File: config.mk
export PLATFORM = sky130hd
export DESIGN_NAME = div_sequencer
export DESIGN_NICKNAME = d
export VERILOG_FILES = /design/src/rtl/div_sequencer.sv
export SDC_FILE = /design/constraint.sdc
export NUM_CORES = 1
export LEC_CHECK = 0
export BUFFER_PORTS_ARGS = -buffer_cell sky130_fd_sc_hd__buf_2
export CAP_MARGIN = 30
export CORE_MARGIN = 1.5
export CORE_UTILIZATION = 40
export CTS_BUF_LIST = sky130_fd_sc_hd__clkbuf_8 sky130_fd_sc_hd__clkbuf_16
export CTS_CLUSTER_SIZE = 25
export DETAILED_ROUTE_END_ITERATION = 16
export GPL_ROUTABILITY_DRIVEN = 0
export GPL_TIMING_DRIVEN = 0
export PLACE_DENSITY_LB_ADDON = 0.1
export SYNTH_ARGS = -nofsm -noshare
export SYNTH_HDL_FRONTEND = slang
export SYNTH_SLANG_ARGS = --single-unit
File: constraint.sdc
create_clock -name clk -period 4.5 [get_ports clk]
set_input_delay 1.35 -clock clk [delete_from_list [all_inputs] [get_ports clk]]
set_output_delay 1.35 -clock clk [all_outputs]
set_load 0.005 [all_outputs]
File: src/rtl/div_sequencer.sv
// rtl/div_sequencer.sv - iterative radix-2 restoring divider with stall/sequencing FSM
//
// Purpose: executes DIV/DIVU from the master-pipe E stage, one quotient bit per
// cycle, holding the pipeline via E_div_stall until quotient/remainder are ready.
//
// Ports:
//   clk          clock, rising edge
//   rst          synchronous active-high reset
//   E_div_en     E-stage instruction is a valid DIV/DIVU
//   E_div_signed 1 = signed divide
//   E_src_a      dividend
//   E_src_b      divisor
//   E_cancel     abort the E-stage instruction (flush/exception)
//   E_hold       E stage held by another stall source
//   E_div_stall  combinational stall request to the hazard unit
//   div_done     results valid this cycle
//   div_lo       quotient
//   div_hi       remainder

module div_sequencer #(
   parameter int WIDTH = 32
) (
   input  logic             clk,
   input  logic             rst,
   input  logic             E_div_en,
   input  logic             E_div_signed,
   input  logic [WIDTH-1:0] E_src_a,
   input  logic [WIDTH-1:0] E_src_b,
   input  logic             E_cancel,
   input  logic             E_hold,
   output logic             E_div_stall,
   output logic             div_done,
   output logic [WIDTH-1:0] div_lo,
   output logic [WIDTH-1:0] div_hi
);

   localparam int CW = (WIDTH > 1) ? $clog2(WIDTH) : 1;

   typedef enum logic [1:0] {IDLE, BUSY, DONE} state_t;

   state_t           state_q;
   logic [WIDTH-1:0] quo_q;        // dividend shifting out, quotient shifting in
   logic [WIDTH-1:0] rem_q;        // partial remainder
   logic [WIDTH-1:0] dvs_q;        // |divisor|
   logic [CW-1:0]    cnt_q;
   logic             signed_q;
   logic             sign_a_q;
   logic             sign_diff_q;
   logic [WIDTH-1:0] lo_q;
   logic [WIDTH-1:0] hi_q;

   logic             a_neg;
   logic             b_neg;
   logic [WIDTH-1:0] a_abs;
   logic [WIDTH-1:0] b_abs;
   logic [WIDTH:0]   trial;
   logic [WIDTH-1:0] rem_d;
   logic [WIDTH-1:0] quo_d;
   logic [WIDTH-1:0] q_fix;
   logic [WIDTH-1:0] r_fix;
   logic             last_iter;

   always_comb begin
      a_neg = E_div_signed & E_src_a[WIDTH-1];
      b_neg = E_div_signed & E_src_b[WIDTH-1];
      a_abs = a_neg ? -E_src_a : E_src_a;
      b_abs = b_neg ? -E_src_b : E_src_b;

      // Shifted remainder needs WIDTH+1 bits for the trial subtract; a negative
      // result (MSB set) means the divisor did not fit this step.
      trial = {rem_q, quo_q[WIDTH-1]} - {1'b0, dvs_q};
      rem_d = trial[WIDTH] ? {rem_q[WIDTH-2:0], quo_q[WIDTH-1]} : trial[WIDTH-1:0];
      quo_d = {quo_q[WIDTH-2:0], ~trial[WIDTH]};

      // Negation wraps, so the most-negative / -1 case yields the most-negative value.
      q_fix = (signed_q & sign_diff_q) ? -quo_d : quo_d;
      r_fix = (signed_q & sign_a_q)    ? -rem_d : rem_d;

      last_iter = (cnt_q == CW'(WIDTH - 1));
   end

   assign E_div_stall = ~E_cancel & (((state_q == IDLE) & E_div_en) | (state_q == BUSY));
   assign div_done    = (state_q == DONE);
   assign div_lo      = lo_q;
   assign div_hi      = hi_q;

   always_ff @(posedge clk) begin
      if (rst) begin
         state_q     <= IDLE;
         quo_q       <= '0;
         rem_q       <= '0;
         dvs_q       <= '0;
         cnt_q       <= '0;
         signed_q    <= 1'b0;
         sign_a_q    <= 1'b0;
         sign_diff_q <= 1'b0;
         lo_q        <= '0;
         hi_q        <= '0;
      end else if (E_cancel) begin
         // Partial state is discarded; last delivered results stay visible.
         state_q <= IDLE;
      end else begin
         case (state_q)
            IDLE: begin
               if (E_div_en) begin
                  quo_q       <= a_abs;
                  dvs_q       <= b_abs;
                  rem_q       <= '0;
                  cnt_q       <= '0;
                  signed_q    <= E_div_signed;
                  sign_a_q    <= a_neg;
                  sign_diff_q <= a_neg ^ b_neg;
                  if (E_src_b == '0) begin
                     lo_q    <= '1;
                     hi_q    <= E_src_a;
                     state_q <= DONE;
                  end else begin
                     state_q <= BUSY;
                  end
               end
            end
            BUSY: begin
               quo_q <= quo_d;
               rem_q <= rem_d;
               cnt_q <= cnt_q + 1'b1;
               if (last_iter) begin
                  lo_q    <= q_fix;
                  hi_q    <= r_fix;
                  state_q <= DONE;
               end
            end
            DONE: begin
               if (!E_hold) state_q <= IDLE;
            end
            default: state_q <= IDLE;
         endcase
      end
   end

endmodule

# After elaboration in Yosys (flattened, before gate mapping)

Cells that the tools add are included.

Add/sub/neg operators: 6
Equality and inequality tests: 7
Muxes and demuxes: 24
Bitwise logic cells: 10
Reduce and logical (&&, ||, !) cells: 8

Operators with widths:

| cell                                                  | count |
|---|---|
| 2-to-1 mux 32 bit                                     | 13 |
| case mux 32 bit (2 select lines)                      | 4 |
| negation 32 bit                                       | 4 |
| subtractor 33 x 32 -> 33 bit                          | 1 |
| logical NOT 32 bit                                    | 1 |
| case mux 5 bit (2 select lines)                       | 1 |
| AND reduction 3 bit                                   | 3 |
| 2-to-1 mux 2 bit                                      | 4 |
| bitwise AND 1 bit                                     | 6 |
| inequality test 2 bit, second input constant          | 3 |
| case mux 2 bit (3 select lines)                       | 1 |
| adder 5 x 1 -> 5 bit, second input constant           | 1 |
| == test 5 bit, second input constant                  | 1 |
| 2-to-1 mux 5 bit                                      | 1 |
| AND reduction 5 bit                                   | 1 |
| == test 2 x 1 -> 1 bit, second input constant         | 1 |
| == test 2 bit, second input constant                  | 1 |
| logical NOT 2 bit                                     | 1 |
| inequality test 2 x 1 -> 1 bit, second input constant | 1 |
| NOT 1 bit                                             | 2 |
| nonzero test 2 bit                                    | 1 |
| OR reduction 2 bit                                    | 1 |
| OR 1 bit                                              | 1 |
| XOR 1 bit                                             | 1 |

Flip-flop bits (word level): 170
Input bits: 70
Output and inout bits: 66
Word-level logic and storage cells: 65

# Logic depth before layout (Yosys ltp)

Gate-level depths: netlist (run 1).

Depth in word-level cells: 6
Depth in mapped cells: 25
Gate-level depth less buffers: 22

# Worst setup path before layout (run 1)

Ideal clock, no wire load.

Kind: flip-flop to flip-flop
Start: reg quo_q[31]
End: reg hi_q[26] (netlist: div_hi[26])
Setup time: 0.088 ns
Data arrival time: 4.876 ns
Data required time: 4.412 ns
Path slack: -0.464 ns
Cell stages (with the launch flop): 25
Path buffers: 3
Period minus slack after synthesis: 4.964 ns
Path through: dfxtp_1 inv_1 ha_1 fa_1 nand2b_1 a21oi_1 o311ai_2 a21oi_2 o31a_1 buf_6 nor2_8 inv_4 buf_2 buf_1 nor2_1 a21oi_1 ha_1 nand4_1 nor4_1 o21ai_0 o31ai_2 nand4_2 or4b_1 a21o_1 a311oi_2

Word-level cells in the longest chain between the ends: 6

RTL lines:

| item                               | line | source |
|---|---|---|
| start: declaration                 | 42   | `logic [WIDTH-1:0] quo_q;` |
| start signal: assignment           | 106  | `quo_q <= a_abs;` |
| start signal: assignment           | 123  | `quo_q <= quo_d;` |
| subtractor 33 x 32 -> 33 bit       | 71   | `trial = {rem_q, quo_q[WIDTH-1]} - {1'b0, dvs_q};` |
| 2-to-1 mux 32 bit *                | 72   | `rem_d = trial[WIDTH] ? {rem_q[WIDTH-2:0], quo_q[WIDTH-1]} : trial[WIDTH-1:0];` |
| negation 32 bit                    | 77   | `r_fix = (signed_q & sign_a_q) ? -rem_d : rem_d;` |
| 2-to-1 mux 32 bit *                | 77   |  |
| 2-to-1 mux 32 bit *                | 126  | `if (last_iter) begin` |
| case mux 32 bit (2 select lines) * | 103  | `case (state_q)` |
| end signal: assignment             | 115  | `hi_q <= E_src_a;` |
| end signal: assignment             | 128  | `hi_q <= r_fix;` |
| end: declaration                   | 50   | `logic [WIDTH-1:0] hi_q;` |

Mark *: on every way between the ends. The rest lies on a longest branch, timed or not. The select of a mux whose other input is x is not followed.
A chain may end at the register's enable or synchronous reset.

# Final worst setup path (run 1)

Start: reg rem_q[21]
End: reg hi_q[30] (netlist: div_hi[30])

Word-level cells in the longest chain between the ends: 6

RTL lines:

| item                               | line | source |
|---|---|---|
| start: declaration                 | 43   | `logic [WIDTH-1:0] rem_q;` |
| start signal: assignment           | 124  | `rem_q <= rem_d;` |
| subtractor 33 x 32 -> 33 bit       | 71   |  |
| 2-to-1 mux 32 bit *                | 72   |  |
| negation 32 bit                    | 77   |  |
| 2-to-1 mux 32 bit *                | 77   |  |
| 2-to-1 mux 32 bit *                | 126  |  |
| case mux 32 bit (2 select lines) * | 103  |  |

Marks and branches as above.

==> results of run 1 <==
[final cells by class]
cell class | instances | area, um^2
plain buffers | 107 | 510
clock buffers | 17 | 425
clock inverters | 14 | 114
fillers | 3064 | 15000
inverters | 63 | 246
multi-input cells | 1281 | 8440
flip-flops and latches | 170 | 3440
well taps | 390 | 488
repair buffers | 177 | 1010
[placed cells by master, fill, tap and decap left out, types with 9 or more instances in the layout]
| master | n |
|---|---|
| a211oi_1 | 70 |
| a21o_1 | 21 |
| a21oi_1 | 148 |
| a22oi_1 | 12 |
| a311oi_1 | 45 |
| a31oi_1 | 25 |
| and2_1 | 17 |
| and3_1 | 14 |
| buf_2 | 144 |
| buf_4 | 43 |
| buf_6 | 10 |
| clkbuf_1 | 76 |
| clkbuf_16 | 18 |
| dfxtp_1 | 145 |
| dfxtp_2 | 21 |
| ha_1 | 23 |
| ha_4 | 9 |
| inv_1 | 51 |
| inv_2 | 10 |
| mux2i_1 | 23 |
| nand2_1 | 118 |
| nand2b_1 | 9 |
| nand3_1 | 21 |
| nand4_1 | 13 |
| nor2_1 | 270 |
| nor3_1 | 44 |
| nor4_1 | 10 |
| o21ai_0 | 53 |
| o22ai_1 | 11 |
| o31ai_1 | 18 |
| or3_1 | 13 |
| or4_1 | 9 |
| xnor2_1 | 84 |
| xor2_1 | 48 |
[metal layers]
layer,up-vias,share of wire (%)
li1,6265,-
met1,6067,42
met2,454,48
met3,108,5.3
met4,0,4.2
met5,-,0
[worst register-to-register path, cell delays in order, from the launching register on]
cell and delay (ns):
dfxtp_1 0.38, ha_1 0.30, buf_2 0.21, nand2_1 0.14, nor2_4 0.19, nand2_2 0.08, a211oi_4 0.32, o31a_1 0.21
buf_6 0.14, nor2_8 0.06, inv_8 0.09, buf_12 0.11, nor2_4 0.03, a21oi_4 0.15, ha_4 0.18, nand4_1 0.15
nor4_1 0.22, o21ai_1 0.15, o31ai_4 0.10, nand4_2 0.18, buf_6 0.19, buf_6 0.12, o41ai_4 0.26, xor2_1 0.27
o22ai_1 0.10
[sequential cells by signal, indices dropped and copies added (netlist names), 2 cells and up]
signal   flops
div_lo      32
quo_q       32
cnt_q        5
div_hi      32
rem_q       32
state_q      2
dvs_q       32
[cell usage after synthesis (14+ instances only)]
| master | n |
|---|---|
| dfxtp_1 | 170 |
| a21o_1 | 21 |
| o31ai_1 | 19 |
| nand2_1 | 124 |
| nand3_1 | 23 |
| nor3_1 | 44 |
| clkbuf_1 | 79 |
| and3_1 | 14 |
| mux2i_1 | 24 |
| o21ai_0 | 56 |
| xor2_1 | 48 |
| buf_2 | 18 |
| inv_1 | 62 |
| a311oi_1 | 46 |
| a211oi_1 | 71 |
| xnor2_1 | 85 |
| ha_1 | 38 |
| and2_1 | 18 |
| nor2_1 | 272 |
| a21oi_1 | 152 |
| a31oi_1 | 26 |
[worst paths after layout]
| path | startpoint | endpoint | slack [ns] |
|---|---|---|---|
| setup / recovery | rem_q[21]$_SDFFE_PP0P_ | div_hi[30]$_SDFFE_PP0P_ | 0.03 |
| hold / removal | dvs_q[31]$_SDFFE_PP0P_ | dvs_q[31]$_SDFFE_PP0P_ | 0.46 |
| setup reg to reg | rem_q[21]$_SDFFE_PP0P_ | div_hi[30]$_SDFFE_PP0P_ | 0.03 |
| hold reg to reg | dvs_q[31]$_SDFFE_PP0P_ | dvs_q[31]$_SDFFE_PP0P_ | 0.46 |
[timing repair]
action,4_1_cts,5_1_grt
endpoints found under the setup margin,63,61
buffers inserted,33,12
pin swaps,26,20
resized for setup,105,33
[report_power, final]
part / leakage, nW / switching (mW) / internal [mW]
combinational: 3.99 / 0.596 / 0.356
clock: 0.252 / 0.695 / 0.715
sequential: 1.39 / 0.0424 / 1.54
[through the flow]
stage / setup slack [ns] / cell area [um^2] / util (%) / setup TNS [ns] / hold slack (ns)
finish: 0.0255 / 14700 / 49.4 / 0 / 0.461
global route: -0.120 / 14700 / 49.4 / -0.554 / 0.474
CTS: -0.176 / 14500 / 48.8 / -0.322 / 0.464
detailed placement: -1.31 / 13300 / 44.9 / -56.73 / 0.453
global placement: -1.34 / 13300 / 44.9 / -56.18 / 0.444
floorplan: 0.00559 / 12200 / - / 0 / 0.432
[kinds of logic (layout without fill, tap and decap cells)]
| family | after synthesis | in the layout | synth area share (%) |
|---|---|---|---|
| simple gates | 588 | 588 | 22.3 |
| compound gates | 494 | 494 | 28.0 |
| buf+inv | 174 | 378 | 5.75 |
| flops | 170 | 170 | 28.1 |
| xor+xnor | 133 | 133 | 9.60 |
| fa+ha+maj | 39 | 39 | 4.08 |
| mux | 27 | 27 | 2.26 |
==> impl_metrics.yaml, run 1 <==
clock_tree:
  cts.clk_slew.worst_paths_ns: 0.07
  cts_tree: "done"
  root_buffer: "clkbuf_16"
  hold_buffers: 0
  insertion_delay_ns: 0.44
  htree_levels: 4
  cts_made_buffers: 17
  clock-sinks: 170
  clk_path_buf_depth: 2
timing:
  period_share_pct: 99.4
  slew_viol_final: 0
  skew_ns: 0.0139
  setup_viol: 0
  hold_viol: 0
  slew_headroom_pct: 39.6
  worstMarginPinSlew_ns: 0.907
  fmax_mhz: 223
  period_minus_slack_ns: 4.47
  rsz0062_at_grt: "true"
detailed_routing:
  drtPass1Iterations: 6
  route.detailed.wl_per_inst_um: 20.5
  drt_iter0_drc: 1066
  totalWireLength_um: 45500
  drc: 0
  vias: 12900
  via_per_inst: 5.81
  ant_nets: 0
yosys:
  synth_warnings: 0
  ys_ff_latch: 170
  synth_area_per_cell_um2: 7.46
  synth_area_leaders: "dfxtp_1 28%, nor2_1 8.4%, a21oi_1 6.3%"
  ys.flop_type: "dfxtp_1"
  yosysSeqAreaShare_pct: 28.1
  yosysTopAreaCell: "dfxtp_1"
  synth_fp_nets: 1734
  ys_types: 85
  synthCells: 1625
  synth_edf_count: 0
  synthArstFlopShare_pct: 0
  netlist_area_um2: 12100
  synth_top_area_share_pct: 28.1
grt:
  grt_pass1_wl_um: 69500
  grt_usage_pct: 28.8
  grt_pass1_vias: 12100
  antenna_found_initial: 0
  use_met3_pct: 3.33
  grt_overflow_total: 0
  use_met2_pct: 49.7
  grt_max_degree: 17
  use_met1_pct: 36.0
  busiest_layer: "met2"
worst_setup_path:
  cp_top_family: "compound AO/OA/AOI/OAI gates"
  max_stage_delay_ns: 0.38
  critPathSlowestCell: "dfxtp_1"
  path_buf_inv: 6
  worstPathCellList: "ha_1 -> buf_2 -> nand2_1 -> nor2_4 -> nand2_2 -> a211oi_4 -> o31a_1 -> buf_6 -> nor2_8 -> inv_8 -> buf_12 -> nor2_4 -> a21oi_4 -> ha_4 -> nand4_1 -> nor4_1 -> o21ai_1 -> o31ai_4 -> nand4_2 -> buf_6 -> buf_6 -> o41ai_4 -> xor2_1 -> o22ai_1"
  path_depth: 24
  cp_data_required_time_ns: 4.80
  arrival_ns: 4.78
  cpMostUsedCell: "buf_6"
  worstPathMaxFanout: 8
  critPathKind: "flop to flop"
  reg2reg_depth: 24
  endpoint_kind: "flop"
  worstSetupStartpointType: "flop"
floorplanning:
  die_y_um: 177
  placementRows: 63
  dieArea_um2: 31400
  ioPinCount: 136
  start_util_pct: 40.8
  core-area_um2: 29700
  die_w_um: 177
power:
  pwr_density_cell_nw_per_um2: 269
  cellLeakagePower_nw: 5.63
  total_power_mw: 3.95
  ir_worst_vdd_mv: 0.255
placement:
  post-place-cells: 2147
  post-dp-hpwl_um: 36000
  io_buffers: 132
worst_hold_path:
  holdCritPathClass: "flop to flop"
  whs_path_depth: 2
finish:
  layoutNonFillerInstCount: 2219
  drive_gt1_share_pct: 19.3
  layout.nets: 1926
  area_growth_pct: 21.1
  diodes: 0
job:
  drv_cap: 0
run_status:
  status: "complete, no violations"
(Power assumes the default switching activity.)
==> inputs of run 2 (changes only) <==
--- a/config.mk
+++ b/config.mk
@@ -8,13 +8,14 @@
 export BUFFER_PORTS_ARGS = -buffer_cell sky130_fd_sc_hd__buf_2
 export CAP_MARGIN = 30
 export CORE_MARGIN = 1.5
-export CORE_UTILIZATION = 40
+export CORE_UTILIZATION = 35
 export CTS_BUF_LIST = sky130_fd_sc_hd__clkbuf_8 sky130_fd_sc_hd__clkbuf_16
 export CTS_CLUSTER_SIZE = 25
 export DETAILED_ROUTE_END_ITERATION = 16
 export GPL_ROUTABILITY_DRIVEN = 0
 export GPL_TIMING_DRIVEN = 0
 export PLACE_DENSITY_LB_ADDON = 0.1
+export RECOVER_POWER = 25
 export SYNTH_ARGS = -nofsm -noshare
 export SYNTH_HDL_FRONTEND = slang
 export SYNTH_SLANG_ARGS = --single-unit
==> constraint.sdc (replaced) <==
create_clock -name clk -period 4 [get_ports clk]
set_input_delay 1.2 -clock clk [delete_from_list [all_inputs] [get_ports clk]]
set_output_delay 1.2 -clock clk [all_outputs]
set_load 0.005 [all_outputs]
==> run 2 against run 1 <==
The flow now finishes with violations (negative setup slack). Count of clock-buffer cells in the layout grew 1. Register-to-register slack lost 0.60 ns. Maximum frequency shrank 2.1%.
==> impl_metrics.yaml, run 2 (same netlist as run 1, synthesis figures left out) <==
timing:
  fmax_mhz: 219
  period_share_pct: 114
  fin_ws_ns: -0.572
  skew_ns: 0.0136
  hold_viol: 0
  rsz0062_at_grt: "true"
  slew_headroom_pct: 32.3
  finalSetupTns_ns: -3.77
  period_minus_slack_ns: 4.57
  worstMarginPinSlew_ns: 1.01
  setup_viol: 14
  slew_viol_final: 0
  fin_hold_ws_ns: 0.455
detailed_routing:
  met3RoutedLength_um: 3300
  via_per_inst: 5.75
  drt_iter0_drc: 1122
  wl_met1_um: 23800
  totalWireLength_um: 49700
  drtPass1Iterations: 7
  route.detailed.wl_per_inst_um: 21.6
  vias: 13200
  drc: 0
  ant_nets: 0
  maxUsedRoutingLayer: "met4"
  met2RoutedLength_um: 21700
finish:
  final_cell_mix: "269 x nor2_1, 147 x dfxtp_1, 146 x a21oi_1"
  postLayoutCoreUtil_pct: 45.5
  layoutNonFillerInstCount: 2303
  drive_gt1_share_pct: 21.6
  area_growth_pct: 26.8
  diodes: 0
  num-fill-cells: 3538
  layout.nets: 1951
  final_common_cell: "nor2_1"
worst_setup_path:
  worstSetupStartpointType: "flop"
  r2r_setup_slack_ns: -0.57
  arrival_ns: 4.93
  cpMostUsedCell: "ha_4"
  cp_data_required_time_ns: 4.36
  r2r-end: "div_hi[26]$_SDFFE_PP0P_"
  path_buf_inv: 6
  startpoint: "dvs_q[7]$_SDFFE_PP0P_"
  worstPathCellList: "inv_1 -> ha_4 -> nand2_1 -> nand2_2 -> o311ai_4 -> a21oi_4 -> o31a_1 -> buf_6 -> nor2_8 -> inv_8 -> buf_12 -> clkbuf_16 -> nand2_4 -> o21ai_4 -> inv_2 -> ha_4 -> nand4_1 -> nor4_1 -> o21ai_1 -> o31ai_4 -> nand4_2 -> or4b_1 -> a21o_1 -> a311oi_2"
  reg2reg_depth: 24
  critPathKind: "flop to flop"
  reg2reg_from: "dvs_q[7]$_SDFFE_PP0P_"
  worstPathMaxFanout: 6
  max_stage_delay_ns: 0.50
  critPathSlowestCell: "or4b_1"
  cp_top_family: "compound AO/OA/AOI/OAI gates"
  endpoint_kind: "flop"
grt:
  grt_usage_pct: 27.4
  grt_pass1_vias: 12200
  grt_overflow_total: 0
  antenna_found_initial: 1
  grt_max_degree: 17
  grt_pass1_wl_um: 74500
clock_tree:
  htree_levels: 4
  cts_tree: "done"
  cts.clk_slew.worst_paths_ns: 0.07
  clock-sinks: 170
  insertion_delay_ns: 0.45
  cts_made_buffers: 17
  hold_buffers: 0
  clk_path_buf_depth: 2
  root_buffer: "clkbuf_16"
worst_hold_path:
  hold_start: "dvs_q[31]$_SDFFE_PP0P_"
  holdCritPathClass: "flop to flop"
  whs_path_depth: 2
  holdPathEnd: "dvs_q[31]$_SDFFE_PP0P_"
run_status:
  violations: "negative setup slack"
  status: "complete, but fails checks"
power:
  ir_worst_vdd_mv: 0.313
  pwr_density_cell_nw_per_um2: 302
  cellLeakagePower_nw: 5.81
floorplanning:
  dieArea_um2: 35800
  placementRows: 67
  ioPinCount: 136
  start_util_pct: 35.9
  core-area_um2: 33800
  die_w_um: 189
  die_y_um: 189
job:
  drv_cap: 0
placement:
  io_buffers: 132
  dp_slack_ns: -1.62
  post-dp-hpwl_um: 38400
  post-place-cells: 2206
-- run 2: changes by cell type in the layout (fill, tap and decap cells not counted), sizes merged --
cell      change
clkbuf       +22
clkinvlp      -5
buf           +4
clkinv        +2
inv           +2
bufinv        +1
-- run 2: power breakdown --
group | internal, mW | total (mW) | switching (mW)
logic | 0.434 | 1.16 | 0.728
registers | 1.74 | 1.79 | 0.0485
clock network | 0.890 | 1.69 | 0.801
total | 3.06 | 4.64 | 1.58
-- run 2: routing by layer --
metal / vias up / track usage [%]
met3: 47 / 4.28
li1: 6325 / -
met5: - / 0
met2: 494 / 42.2
met4: 0 / 5.98
met1: 6377 / 39.8
-- run 2: worst max-delay path by stage --
| stage | slack [ns] | to | depth (start not counted) |
|---|---|---|---|
| finish | -0.57 | div_hi[26]$_SDFFE_PP0P_ | 24 |
| global route | -0.73 | div_hi[26]$_SDFFE_PP0P_ | 24 |
| CTS | -0.64 | div_hi[26]$_SDFFE_PP0P_ | 25 |
| detailed placement | -1.62 | div_hi[26]$_SDFFE_PP0P_ | 22 |
| global placement | -1.64 | div_hi[26]$_SDFFE_PP0P_ | 22 |
| floorplan | -0.37 | div_hi[26]$_SDFFE_PP0P_ | 24 |
-- run 2: repair_timing --
action,in CTS,in global routing
gates resized for setup,116,98
setup endpoints to repair,81,69
pin swaps,34,41
setup buffers,35,36
-- run 2: area by class of cell --
type | count | area (um^2) | area share, %
Buffer | 107 | 584 | 3.80
Clock buffer | 18 | 439 | 2.86
Clock inverter | 14 | 136 | 0.887
Inverter | 63 | 254 | 1.65
Multi-Input combinational cell | 1281 | 8770 | 57.0
Sequential cell | 170 | 3440 | 22.4
Tap cell | 448 | 561 | 3.65
Timing Repair Buffer | 202 | 1190 | 7.75
-- run 2: stage by stage --
step / cell area, um^2 / power, mW
after detailed placement: 13500 / 2.81
after global routing: 15400 / 4.83
after CTS: 14800 / 4.56
after floorplan: 12300 / 2.47
final: 15400 / 4.64
after global placement: 13500 / 2.80
-- run 2: worst min-delay path, cell delays in order, from the launching register on --
cell	delay [ns]
dfxtp_1	0.31
nand2_1	0.05
a21oi_1	0.05
